## src/rtl/tmp8_pkg.sv

```systemverilog
// Shared TMP8 datapath constants: default register width and register index names
// used by the decoder, the register file and its bench.
package tmp8_pkg;

  localparam int DATA_W_DEF   = 8;
  localparam int NUM_REGS_DEF = 8;

  localparam int REG_ACC = 0;
  localparam int REG_X   = 1;
  localparam int REG_SP  = NUM_REGS_DEF - 1;

  // The stack pointer is always the top register, whatever the file size.
  function automatic int reg_sp(input int num_regs);
    return num_regs - 1;
  endfunction

endpackage

```

## src/rtl/incdec_unit.sv

```systemverilog
// Combinational +1/-1 adder for pointer registers; flags wrap-around at the word boundary.
module incdec_unit #(
  parameter int DATA_W = 8
) (
  input  logic [DATA_W-1:0] i_data,
  input  logic              i_inc,
  input  logic              i_dec,
  output logic [DATA_W-1:0] o_data,
  output logic              o_wrap
);

  logic [DATA_W:0] w_sum;
  logic [DATA_W:0] w_diff;

  // The extra top bit carries out on all-ones+1 and borrows out on 0-1.
  assign w_sum  = {1'b0, i_data} + (DATA_W+1)'(1);
  assign w_diff = {1'b0, i_data} - (DATA_W+1)'(1);

  always_comb begin
    o_data = i_data;
    o_wrap = 1'b0;
    if (i_inc && !i_dec) begin
      o_data = w_sum[DATA_W-1:0];
      o_wrap = w_sum[DATA_W];
    end else if (i_dec && !i_inc) begin
      o_data = w_diff[DATA_W-1:0];
      o_wrap = w_diff[DATA_W];
    end
  end

endmodule

```

## src/rtl/register_file_nbit.sv

```systemverilog
// NUM_REGS x DATA_W register file: one write port, two combinational read ports and an
// in-place inc/dec port with a registered one-cycle wrap pulse.
module register_file_nbit
  import tmp8_pkg::*;
#(
  parameter int DATA_W   = DATA_W_DEF,
  parameter int NUM_REGS = NUM_REGS_DEF,
  parameter int ZERO_R0  = 0,
  parameter int BYPASS   = 1,
  localparam int AW      = (NUM_REGS > 1) ? $clog2(NUM_REGS) : 1
) (
  input  logic              i_clk,
  input  logic              i_reset,
  input  logic              i_we,
  input  logic [AW-1:0]     i_waddr,
  input  logic [DATA_W-1:0] i_wdata,
  input  logic [AW-1:0]     i_ra_addr,
  output logic [DATA_W-1:0] o_ra_data,
  input  logic [AW-1:0]     i_rb_addr,
  output logic [DATA_W-1:0] o_rb_data,
  input  logic              i_inc_en,
  input  logic              i_dec_en,
  input  logic [AW-1:0]     i_id_addr,
  output logic              o_id_wrap
);

  logic [DATA_W-1:0] r_regs [NUM_REGS];
  logic              r_id_wrap;

  logic              w_wr_ok;
  logic              w_ra_legal;
  logic              w_rb_legal;
  logic              w_id_legal;
  logic              w_id_ok;
  logic [DATA_W-1:0] w_id_cur;
  logic [DATA_W-1:0] w_id_next;
  logic              w_id_wrap;

  // An address is storage-backed when it is inside the file and is not a hardwired R0.
  function automatic logic addr_legal(input logic [AW-1:0] a);
    return ({1'b0, a} < (AW+1)'(NUM_REGS)) && !(ZERO_R0 != 0 && a == '0);
  endfunction

  assign w_wr_ok    = i_we && addr_legal(i_waddr);
  assign w_ra_legal = addr_legal(i_ra_addr);
  assign w_rb_legal = addr_legal(i_rb_addr);
  assign w_id_legal = addr_legal(i_id_addr);

  assign o_ra_data = !w_ra_legal ? '0 :
                     (BYPASS != 0 && w_wr_ok && i_waddr == i_ra_addr) ? i_wdata :
                     r_regs[i_ra_addr];
  assign o_rb_data = !w_rb_legal ? '0 :
                     (BYPASS != 0 && w_wr_ok && i_waddr == i_rb_addr) ? i_wdata :
                     r_regs[i_rb_addr];

  // A write to the same register takes priority and silently drops the inc/dec.
  assign w_id_cur = w_id_legal ? r_regs[i_id_addr] : '0;
  assign w_id_ok  = (i_inc_en ^ i_dec_en) && w_id_legal &&
                    !(w_wr_ok && i_waddr == i_id_addr);

  incdec_unit #(
    .DATA_W (DATA_W)
  ) u_incdec (
    .i_data (w_id_cur),
    .i_inc  (i_inc_en),
    .i_dec  (i_dec_en),
    .o_data (w_id_next),
    .o_wrap (w_id_wrap)
  );

  always_ff @(posedge i_clk) begin
    if (i_reset) begin
      for (int i = 0; i < NUM_REGS; i++) begin
        r_regs[i] <= '0;
      end
      r_id_wrap <= 1'b0;
    end else begin
      if (w_wr_ok) begin
        r_regs[i_waddr] <= i_wdata;
      end
      if (w_id_ok) begin
        r_regs[i_id_addr] <= w_id_next;
      end
      r_id_wrap <= w_id_ok && w_id_wrap;
    end
  end

  assign o_id_wrap = r_id_wrap;

endmodule

```

## config.mk

```make
export PLATFORM = sky130hd
export DESIGN_NAME = register_file_nbit
export DESIGN_NICKNAME = d
export VERILOG_FILES = /design/src/rtl/tmp8_pkg.sv /design/src/rtl/incdec_unit.sv /design/src/rtl/register_file_nbit.sv
export SDC_FILE = /design/constraint.sdc
export NUM_CORES = 1
export LEC_CHECK = 0
export ABC_AREA = 1
export BUFFER_PORTS_ARGS = -buffer_cell sky130_fd_sc_hd__buf_2
export CORE_MARGIN = 5
export CORE_UTILIZATION = 30
export CTS_CLUSTER_SIZE = 30
export DETAILED_ROUTE_END_ITERATION = 10
export GPL_ROUTABILITY_DRIVEN = 0
export PLACE_DENSITY = 0.52
export SLEW_MARGIN = 40
export SYNTH_ARGS = -nofsm -noshare
export SYNTH_HDL_FRONTEND = slang
export SYNTH_SLANG_ARGS = --single-unit
```

## constraint.sdc

```tcl
create_clock -name i_clk -period 5.8 [get_ports i_clk]
set_clock_uncertainty 0.05 [all_clocks]
set_input_delay 1.16 -clock i_clk [delete_from_list [all_inputs] [get_ports i_clk]]
set_output_delay 1.16 -clock i_clk [all_outputs]
set_load 0.01 [all_outputs]
```

==> flow_metrics.py, run 1 <==
metrics = {
    "yosys": {
        "yosysSeqAreaShare_pct": 36.30,
        "synth_enable_flop_cells": 64,
        "synth_area_per_cell_um2": 7.021,
        "syn_nets": 791,
        "synth_cells": 762,
        "synthSimpleGateAreaFrac_pct": 29.02,
        "synth-seq-cells": 65,
        "yosysWarnings": 0,
        "synth_cell_types": 32,
        "synth_top_family_by_area": "simple AND/OR/NAND/NOR gates",
        "synth_mux_area_share_pct": 0,
        "synth_compound_area_share_pct": 22.61,
        "synth_xor_area_share_pct": 0.6548,
        "syn_area_um2": 5350,
        "synth_fa_ha_area_share_pct": 0.9355,
        "async_flop_share_pct": 0,
        "synthFlopType": "edfxtp_1",
    },
    "sta": {
        "finalCriticalPeriod_ps": 4121,
        "final-hold-violation-count": 0,
        "drv_slew": 0,
        "max_freq_mhz": 242.6,
        "slew_headroom_pct": 47.40,
        "rsz0062_at_grt": "no",
        "setup-tns-final_ps": 0,
        "worst_slew_pin_slew_ps": 786.4,
        "setup_viol": 0,
        "period_share_pct": 71.06,
    },
    "die": {
        "rows": 48,
        "floorplan.initialDensity_pct": 30.72,
        "boundaryPins": 42,
        "fp.coreArea_um2": 17420,
        "die-area_um2": 20610,
        "die_h_um": 143.5,
        "fp.dieW_um": 143.5,
    },
    "clock_network": {
        "cts.clk_slew.worst_paths_ps": 50,
        "post_cts_hold_buffer_count": 0,
        "tritoncts": "yes",
        "cts_buffer_depth": 2,
        "htreeDepth": 3,
        "worstSkewPairLatency_ps": 350,
        "cts.sinks": 65,
        "cts_made_buffers": 9,
        "cts_resized": 0,
        "postCtsSetupRepairBufs": 0,
        "root_buffer": "clkbuf_16",
    },
    "grt": {
        "grt_max_degree": 35,
        "overflow": 0,
        "grt_pass1_wl_um": 31570,
        "grt_pass1_vias": 5324,
        "grt_usage_pct": 20.21,
        "antenna_found_initial": 0,
    },
    "layout": {
        "drive_gt1_share_pct": 12.72,
        "syn2layout_area_growth_pct": 12.18,
        "final_nets": 810,
        "finish.utilization_pct": 34.46,
        "final_common_cell": "nand2_1",
        "multi_input_area_um2": 2854,
        "num_antenna_cells": 0,
        "design_area_um2": 6002,
        "most-common-layout-cells": "nand2_1, o21ai_0, inv_1",
        "seq_area_um2": 1942,
        "n_fill_cell": 1887,
        "fin_cells": 1011,
    },
    "critical_path": {
        "cp-start-kind": "primary input",
        "critPathCaptureType": "output pin",
        "path_max_fanout": 32,
        "worstPathArrival_ps": 2910,
        "critPathRequiredTime_ps": 4590,
        "crit_type": "primary input to output pin",
    },
    "routing": {
        "drc_errors": 0,
        "ant_nets": 0,
        "viasPerCell": 5.514,
        "drt_iter0_drc": 651,
        "wl_per_cell_um": 20.05,
        "dr.pass1.iters": 5,
        "vias": 5575,
        "routed_wl_um": 20270,
    },
    "placed_design": {
        "place_area_um2": 5662,
        "dp.cells": 995,
        "dpl.hpwl_um": 15140,
        "port_buffers": 41,
    },
    "min_path": {
        "hp-class": "flop to flop",
    },
    "run_status": {
        "status": "completed",
    },
    "pwr": {
        "ir_drop_v": 0.0001494,
        "leakage_nw": 2.521,
        "pwr_density_cell_nw_per_um2": 252.0,
    },
    "run": {
        "cap_viol_max_count": 0,
    },
}
state kept, by name, summed over array words and instances, names as in the netlist:
signal     cells
r_regs        64
o_id_wrap      1
worst max-delay path: stages:
cell       delay, ps
buf_2            510
inv_1            160
o22ai_1          180
a21oi_1           60
o2111ai_1         90
buf_4            250
o211ai_1         130
o21ai_0          160
buf_2            200
metal layers:
| layer | GRT usage, % | vias to the layer above | wire [µm] |
|---|---|---|---|
| li1 | - | 2650 | - |
| met1 | 28.23 | 2640 | 9132 |
| met5 | 0 | - | 0 |
| met4 | 7.879 | 0 | 544 |
| met3 | 2.596 | 30 | 1473 |
| met2 | 31.87 | 255 | 9118 |
power breakdown:
part	internal (W)	switching [W]	leakage, nW	total, W
clock	0.000416	0.000207	0.167	0.000622
combinational	0.0000921	0.000233	1.68	0.000325
sequential	0.000546	0.0000199	0.674	0.000566
total	0.00105	0.000459	2.52	0.00151
stage by stage:
stage                     worst slack [ps]  power [W]  hold slack [ps]
after floorplan                       2304  0.0007857            855.9
after global placement                1439  0.0008980             1019
after detailed placement              1396  0.0008971             1023
after CTS                             1692   0.001516             1043
after global routing                  1412   0.001573             1123
final                                 1679   0.001513             1040
worst paths after layout:
| path | startpoint | to | slack [ps] | cells after the start |
|---|---|---|---|---|
| worst max-delay path | i_rb_addr[1] | o_rb_data[7] | 1680 | 9 |
| worst min-delay path | r_regs[5][4] | r_regs[5][4] | 1040 | 8 |
| worst max register to register | r_regs[1][0] | r_regs[3][2] | 3040 | 13 |
| worst min register to register | r_regs[5][4] | r_regs[5][4] | 1040 | 8 |
logic make-up after synthesis:
logic type	count (synthesis)
xor gates and xnor gates	4
adders and majority gates	4
DFF	65
AOI/OAI and AO/OA	212
and+or+nand+nor	347
buffers and inverters	130
layout make-up:
type | instances | area share [%]
Clock buffer | 9 | 3.752
Clock inverter | 7 | 1.814
Inverter | 92 | 5.795
Multi-Input combinational cell | 567 | 47.55
Sequential cell | 65 | 32.35
Tap cell | 225 | 4.690
Timing Repair Buffer | 46 | 4.044
synth_stat cells (11+ instances only):
cell type	count	area, µm²
a21oi_1	40	200.2
clkbuf_1	22	82.58
edfxtp_1	64	1922
inv_1	81	304.0
nand2_1	189	709.4
nand2_2	11	68.82
nand3_1	67	335.3
nor2_1	56	210.2
o211ai_1	30	225.2
o21ai_0	87	435.4
o22ai_1	43	269.0
Note: power is estimated with default switching activity, not from simulation.
==> run 2: changes to the inputs <==
--- a/config.mk
+++ b/config.mk
@@ -12,7 +12,7 @@
 export CTS_CLUSTER_SIZE = 30
 export DETAILED_ROUTE_END_ITERATION = 10
 export GPL_ROUTABILITY_DRIVEN = 0
-export PLACE_DENSITY = 0.52
+export PLACE_DENSITY = 0.53
 export SLEW_MARGIN = 40
 export SYNTH_ARGS = -nofsm -noshare
 export SYNTH_HDL_FRONTEND = slang
==> constraint.sdc (replaced) <==
create_clock -name i_clk -period 3.3 [get_ports i_clk]
set_clock_uncertainty 0.05 [all_clocks]
set_input_delay 0.66 -clock i_clk [delete_from_list [all_inputs] [get_ports i_clk]]
set_output_delay 0.66 -clock i_clk [all_outputs]
set_load 0.01 [all_outputs]
==> run 2 against run 1 <==
  * Register-to-register slack worse by 2100 ps
  * Worst setup slack lost 1400 ps
  * Largest power group unchanged
  * Non-clock buffer count increased by 31
  * First-iteration DRC count down 20%
  * Cell count increased by 3.1%
  * Critical path type unchanged
  * Design area up 3.8%
  * Wire length about the same
  * Hold slack worse by 330 ps
  * Clock-buffer cell count stayed put
  * Die area unchanged
  * Utilization rose by 1.3 points
  * Critical path depth shrank 2
==> flow_metrics.py, run 2 (same netlist as run 1, synthesis figures left out) <==
metrics = {
    "run_status": {
        "status": "completed",
    },
    "die": {
        "floorplan.initialDensity_pct": 30.72,
        "boundaryPins": 42,
        "fp.dieW_um": 143.5,
        "die-area_um2": 20610,
        "die_h_um": 143.5,
        "rows": 48,
        "fp.coreArea_um2": 17420,
    },
    "sta": {
        "final-hold-violation-count": 0,
        "setup-tns-final_ps": 0,
        "max_freq_mhz": 335.7,
        "drv_slew": 0,
        "setup_viol": 0,
        "finalCriticalPeriod_ps": 2979,
        "slew_headroom_pct": 62.17,
        "layout_setup_ws_ps": 321.0,
        "worst_slew_pin_slew_ps": 566.8,
        "period_share_pct": 90.27,
        "rsz0062_at_grt": "no",
    },
    "placed_design": {
        "port_buffers": 41,
        "place_ws_ps": 301.8,
        "dpl.hpwl_um": 15640,
        "place_area_um2": 5907,
        "dp.cells": 1026,
    },
    "routing": {
        "dr.pass1.iters": 6,
        "drc_errors": 0,
        "ant_nets": 0,
        "viasPerCell": 5.397,
        "routed_wl_um": 20270,
        "wl_per_cell_um": 19.45,
        "drt_iter0_drc": 521,
        "vias": 5624,
    },
    "grt": {
        "grtUsageMet2_pct": 32.32,
        "grt_pass1_wl_um": 31350,
        "use_met1_pct": 28.00,
        "grt_pass1_vias": 5271,
        "overflow": 0,
        "grt_max_degree": 48,
        "grt_usage_pct": 20.04,
        "gr-max-usage-layer": "met2",
        "grt_use_met3_pct": 2.696,
        "antenna_found_initial": 0,
    },
    "critical_path": {
        "regToRegSetupSlack_ps": 960,
        "path_cells": "buf_2, clkinv_1, o21ai_0, o22ai_1, o21ai_0, o22ai_1, buf_2",
        "crit_type": "primary input to output pin",
        "path_max_fanout": 23,
        "cp-start-kind": "primary input",
        "worstPathArrival_ps": 2270,
        "cp_slowest_cell": "clkinv_1",
        "critPathCaptureType": "output pin",
        "crit_path_max_incr_delay_ps": 430,
        "critPathRequiredTime_ps": 2590,
    },
    "layout": {
        "largest_reg_flops": 64,
        "n_fill_cell": 1901,
        "most-common-layout-cells": "nand2_1, o21ai_0, inv_1",
        "num_antenna_cells": 0,
        "design_area_um2": 6227,
        "final_common_cell": "nand2_1",
        "syn2layout_area_growth_pct": 16.39,
        "largest-register": "r_regs",
        "drive_gt1_share_pct": 15.91,
        "final_nets": 841,
        "fin_cells": 1042,
    },
    "min_path": {
        "hp-class": "primary input to flop",
    },
    "pwr": {
        "pwr_density_cell_nw_per_um2": 424.4,
        "ir_drop_v": 0.0002487,
        "leakage_nw": 2.667,
    },
    "clock_network": {
        "cts.clk_slew.worst_paths_ps": 50,
        "tritoncts": "yes",
        "postCtsSetupRepairBufs": 0,
        "root_buffer": "clkbuf_16",
        "cts.sinks": 65,
        "htreeDepth": 3,
        "cts_made_buffers": 9,
        "cts_resized": 0,
        "cts_buffer_depth": 2,
        "worstSkewPairLatency_ps": 350,
        "post_cts_hold_buffer_count": 0,
    },
    "run": {
        "cap_viol_max_count": 0,
    },
}
-- run 2: cell types whose count changed in the layout (fill, tap and decap cells not counted) --
cell / change
buf_12: +1
buf_4: +30
bufinv_16: -1
clkinv_2: -2
clkinv_4: +3
o2111ai_1: +1
o2111ai_2: -1
-- run 2: final timing paths --
check,startpoint,end,cells past startpoint
max,i_ra_addr[0],o_ra_data[6],7
min,i_wdata[7],r_regs[1][7],3
max reg2reg,r_regs[1][1],r_regs[7][2],14
min reg2reg,r_regs[5][4],r_regs[4][4],8
-- run 2: power breakdown --
group | total, W | switching, W | leakage (nW) | internal (W)
logic | 0.000604 | 0.000413 | 1.84 | 0.000191
clock network | 0.00104 | 0.000382 | 0.157 | 0.000661
registers | 0.000996 | 0.0000373 | 0.674 | 0.000959
-- run 2: per-layer routing --
metal / vias up / part of all wire (%)
met5: - / 0
met1: 2625 / 45
met2: 255 / 46
li1: 2712 / -
met3: 32 / 6.6
met4: 0 / 2.0
-- run 2: through the flow --
| stage | utilization (%) | total power (W) | hold slack [ps] |
|---|---|---|---|
| floorplan | - | 0.001381 | 855.9 |
| global placement | 33.92 | 0.001613 | 1021 |
| detailed placement | 33.92 | 0.001612 | 1019 |
| CTS | 35.75 | 0.002650 | 708.3 |
| global route | 35.75 | 0.002751 | 732.6 |
| finish | 35.75 | 0.002643 | 708.8 |
-- run 2: area by class of cell --
| class | instances | area (µm²) | share of cell area, % |
|---|---|---|---|
| clock buffers | 9 | 225.2 | 3.617 |
| clock inverters | 7 | 95.09 | 1.527 |
| inverters | 92 | 347.8 | 5.586 |
| multi-input cells | 567 | 2848 | 45.73 |
| flip-flops and latches | 65 | 1942 | 31.18 |
| well taps | 225 | 281.5 | 4.521 |
| repair buffers | 77 | 488.0 | 7.836 |
-- run 2: critical path: cells and delay by family --
| family | cells | cell delay, ps |
|---|---|---|
| buf+inv | 3 | 940 |
| compound gates | 4 | 660 |
==> run 3: changes to the inputs <==
--- a/config.mk
+++ b/config.mk
@@ -12,7 +12,7 @@
 export CTS_CLUSTER_SIZE = 30
 export DETAILED_ROUTE_END_ITERATION = 10
 export GPL_ROUTABILITY_DRIVEN = 0
-export PLACE_DENSITY = 0.53
+export PLACE_DENSITY = 0.52
 export SLEW_MARGIN = 40
 export SYNTH_ARGS = -nofsm -noshare
 export SYNTH_HDL_FRONTEND = slang
==> constraint.sdc (replaced) <==
create_clock -name i_clk -period 2.8 [get_ports i_clk]
set_clock_uncertainty 0.05 [all_clocks]
set_input_delay 0.56 -clock i_clk [delete_from_list [all_inputs] [get_ports i_clk]]
set_output_delay 0.56 -clock i_clk [all_outputs]
set_load 0.01 [all_outputs]
==> run 3 against run 2 <==
  * Register-to-register slack worse by 470 ps
  * Sequential cell count did not move
  * Power grew 17%
  * Wire length rose by 0.71%
  * Via count up 1.7%
  * Design area rose by 3.7%
  * Clock-buffer cell count unchanged
  * First-iteration DRC count rose by 31%
  * Sequential share of layout area fell by 1.1 points
  * Global-route usage is 0.11 points higher
  * Die area did not move
  * Worst setup slack worse by 190 ps
==> flow_metrics.py, run 3 (same netlist as run 1, synthesis figures left out) <==
metrics = {
    "die": {
        "boundaryPins": 42,
        "die-area_um2": 20610,
        "rows": 48,
        "die_h_um": 143.5,
        "fp.dieW_um": 143.5,
        "floorplan.initialDensity_pct": 30.72,
        "fp.coreArea_um2": 17420,
    },
    "clock_network": {
        "postCtsSetupRepairBufs": 0,
        "cts.clk_slew.worst_paths_ps": 60,
        "post_cts_hold_buffer_count": 0,
        "htreeDepth": 3,
        "worstSkewPairLatency_ps": 350,
        "tritoncts": "yes",
        "cts.sinks": 65,
        "cts_made_buffers": 9,
        "root_buffer": "clkbuf_16",
        "cts_buffer_depth": 2,
        "cts_resized": 0,
    },
    "routing": {
        "wl_met2_um": 9290,
        "ant_nets": 0,
        "met1_length_um": 9268,
        "vias": 5720,
        "wl_per_cell_um": 19.04,
        "dr.pass1.iters": 5,
        "drt_iter0_drc": 681,
        "routed_wl_um": 20410,
        "drc_errors": 0,
        "top_layer_used": "met4",
        "wl_met3_um": 1265,
        "viasPerCell": 5.336,
    },
    "critical_path": {
        "reg2reg_to": "r_regs[6][4]",
        "r2r_cells": 12,
        "path_cells": "buf_2, inv_1, o22ai_1, a21oi_1, o2111ai_1, o21ai_0, buf_2",
        "crit_type": "primary input to output pin",
        "critPathCaptureType": "output pin",
        "worstPathArrival_ps": 2060,
        "path_max_fanout": 7,
        "crit_path_max_incr_delay_ps": 520,
        "cpLargestDelayFamily": "compound AO/OA/AOI/OAI gates",
        "cp-start-kind": "primary input",
        "crit_top_cell": "buf_2",
        "r2r-start": "r_regs[0][0]",
        "crit_buf_inv": 3,
        "critPathRequiredTime_ps": 2190,
        "regToRegSetupSlack_ps": 490,
        "cp_slowest_cell": "o21ai_0",
    },
    "layout": {
        "final_nets": 871,
        "num_antenna_cells": 0,
        "n_fill_cell": 1875,
        "largest_reg_flops": 64,
        "syn2layout_area_growth_pct": 20.74,
        "most-common-layout-cells": "nand2_1, o21ai_0, inv_1",
        "final_common_cell": "nand2_1",
        "finish.utilization_pct": 37.09,
        "drive_gt1_share_pct": 19.01,
        "largest-register": "r_regs",
    },
    "grt": {
        "overflow": 0,
        "grt_pass1_wl_um": 31110,
        "grt_pass1_vias": 5204,
        "grt_usage_pct": 20.15,
        "antenna_found_initial": 0,
        "grt_max_degree": 34,
    },
    "sta": {
        "setup_viol": 0,
        "worst_slew_pin_slew_ps": 539.3,
        "period_share_pct": 95.38,
        "drv_slew": 0,
        "rsz0062_at_grt": "no",
        "final-hold-violation-count": 0,
        "max_freq_mhz": 374.4,
        "slew_headroom_pct": 64.01,
        "setup-tns-final_ps": 0,
        "finalCriticalPeriod_ps": 2671,
        "hold_ws_ps": 596.6,
    },
    "placed_design": {
        "dpl.hpwl_um": 16150,
        "port_buffers": 41,
    },
    "min_path": {
        "worstHoldStart": "i_wdata[4]",
        "hold_depth": 3,
        "holdPathEnd": "r_regs[2][4]",
        "hp-class": "primary input to flop",
    },
    "pwr": {
        "pwr_density_cell_nw_per_um2": 480.4,
        "ir_drop_v": 0.0002987,
        "power.total_w": 0.003103,
        "leakage_nw": 2.808,
    },
    "run": {
        "cap_viol_max_count": 0,
    },
    "run_status": {
        "status": "completed",
    },
}
-- run 3: layout make-up --
class                      instances  area (µm²)  area share (%)
timing repair buffer             107       738.2           11.43
inverter                          92       347.8           5.384
sequential                        65        1942           30.06
multi-input combinational        567        2848           44.08
clock inverter                     7       77.57           1.201
tap                              225       281.5           4.358
clock buffer                       9       225.2           3.486
-- run 3: stage by stage --
step | worst slack (ps) | cell area [µm²] | cells
final | 129.3 | 6460 | 1072
after detailed placement | 90.16 | 6157 | 1056
after CTS | 180.6 | 6460 | 1072
after global routing | 57.43 | 6460 | 1072
after floorplan | 73.54 | 5350 | 762
after global placement | 50.38 | 6157 | 1056
-- run 3: report_power, final --
part	total (W)	leakage (nW)	switching [W]	internal (W)
sequential	0.00117	0.674	0.0000452	0.00113
clock	0.00118	0.146	0.000481	0.000697
combinational	0.000751	1.99	0.000496	0.000255
total	0.00310	2.81	0.00102	0.00208
-- run 3: worst reg2reg max path: cells and delay by family (launching register included) --
kind	cells	cell delay, ps
compound gates	2	330
fa+ha+maj	1	140
buf+inv	3	300
flops	1	440
simple gates	6	780
-- run 3: how the worst max path moves through the flow --
stage	startpoint	endpoint	cells after the start
final	i_waddr[0]	o_ra_data[7]	7
after global routing	i_waddr[1]	o_ra_data[2]	8
after CTS	i_waddr[0]	o_rb_data[7]	8
after detailed placement	i_id_addr[0]	r_regs[6][4]	17
after global placement	i_id_addr[0]	r_regs[1][4]	17
after floorplan	i_id_addr[0]	r_regs[0][2]	16
-- run 3: layer usage --
metal,vias to the layer above,GRT usage [%]
met2,236,30.89
met3,47,2.596
met5,-,0
met1,2665,28.66
li1,2772,-
met4,0,8.424
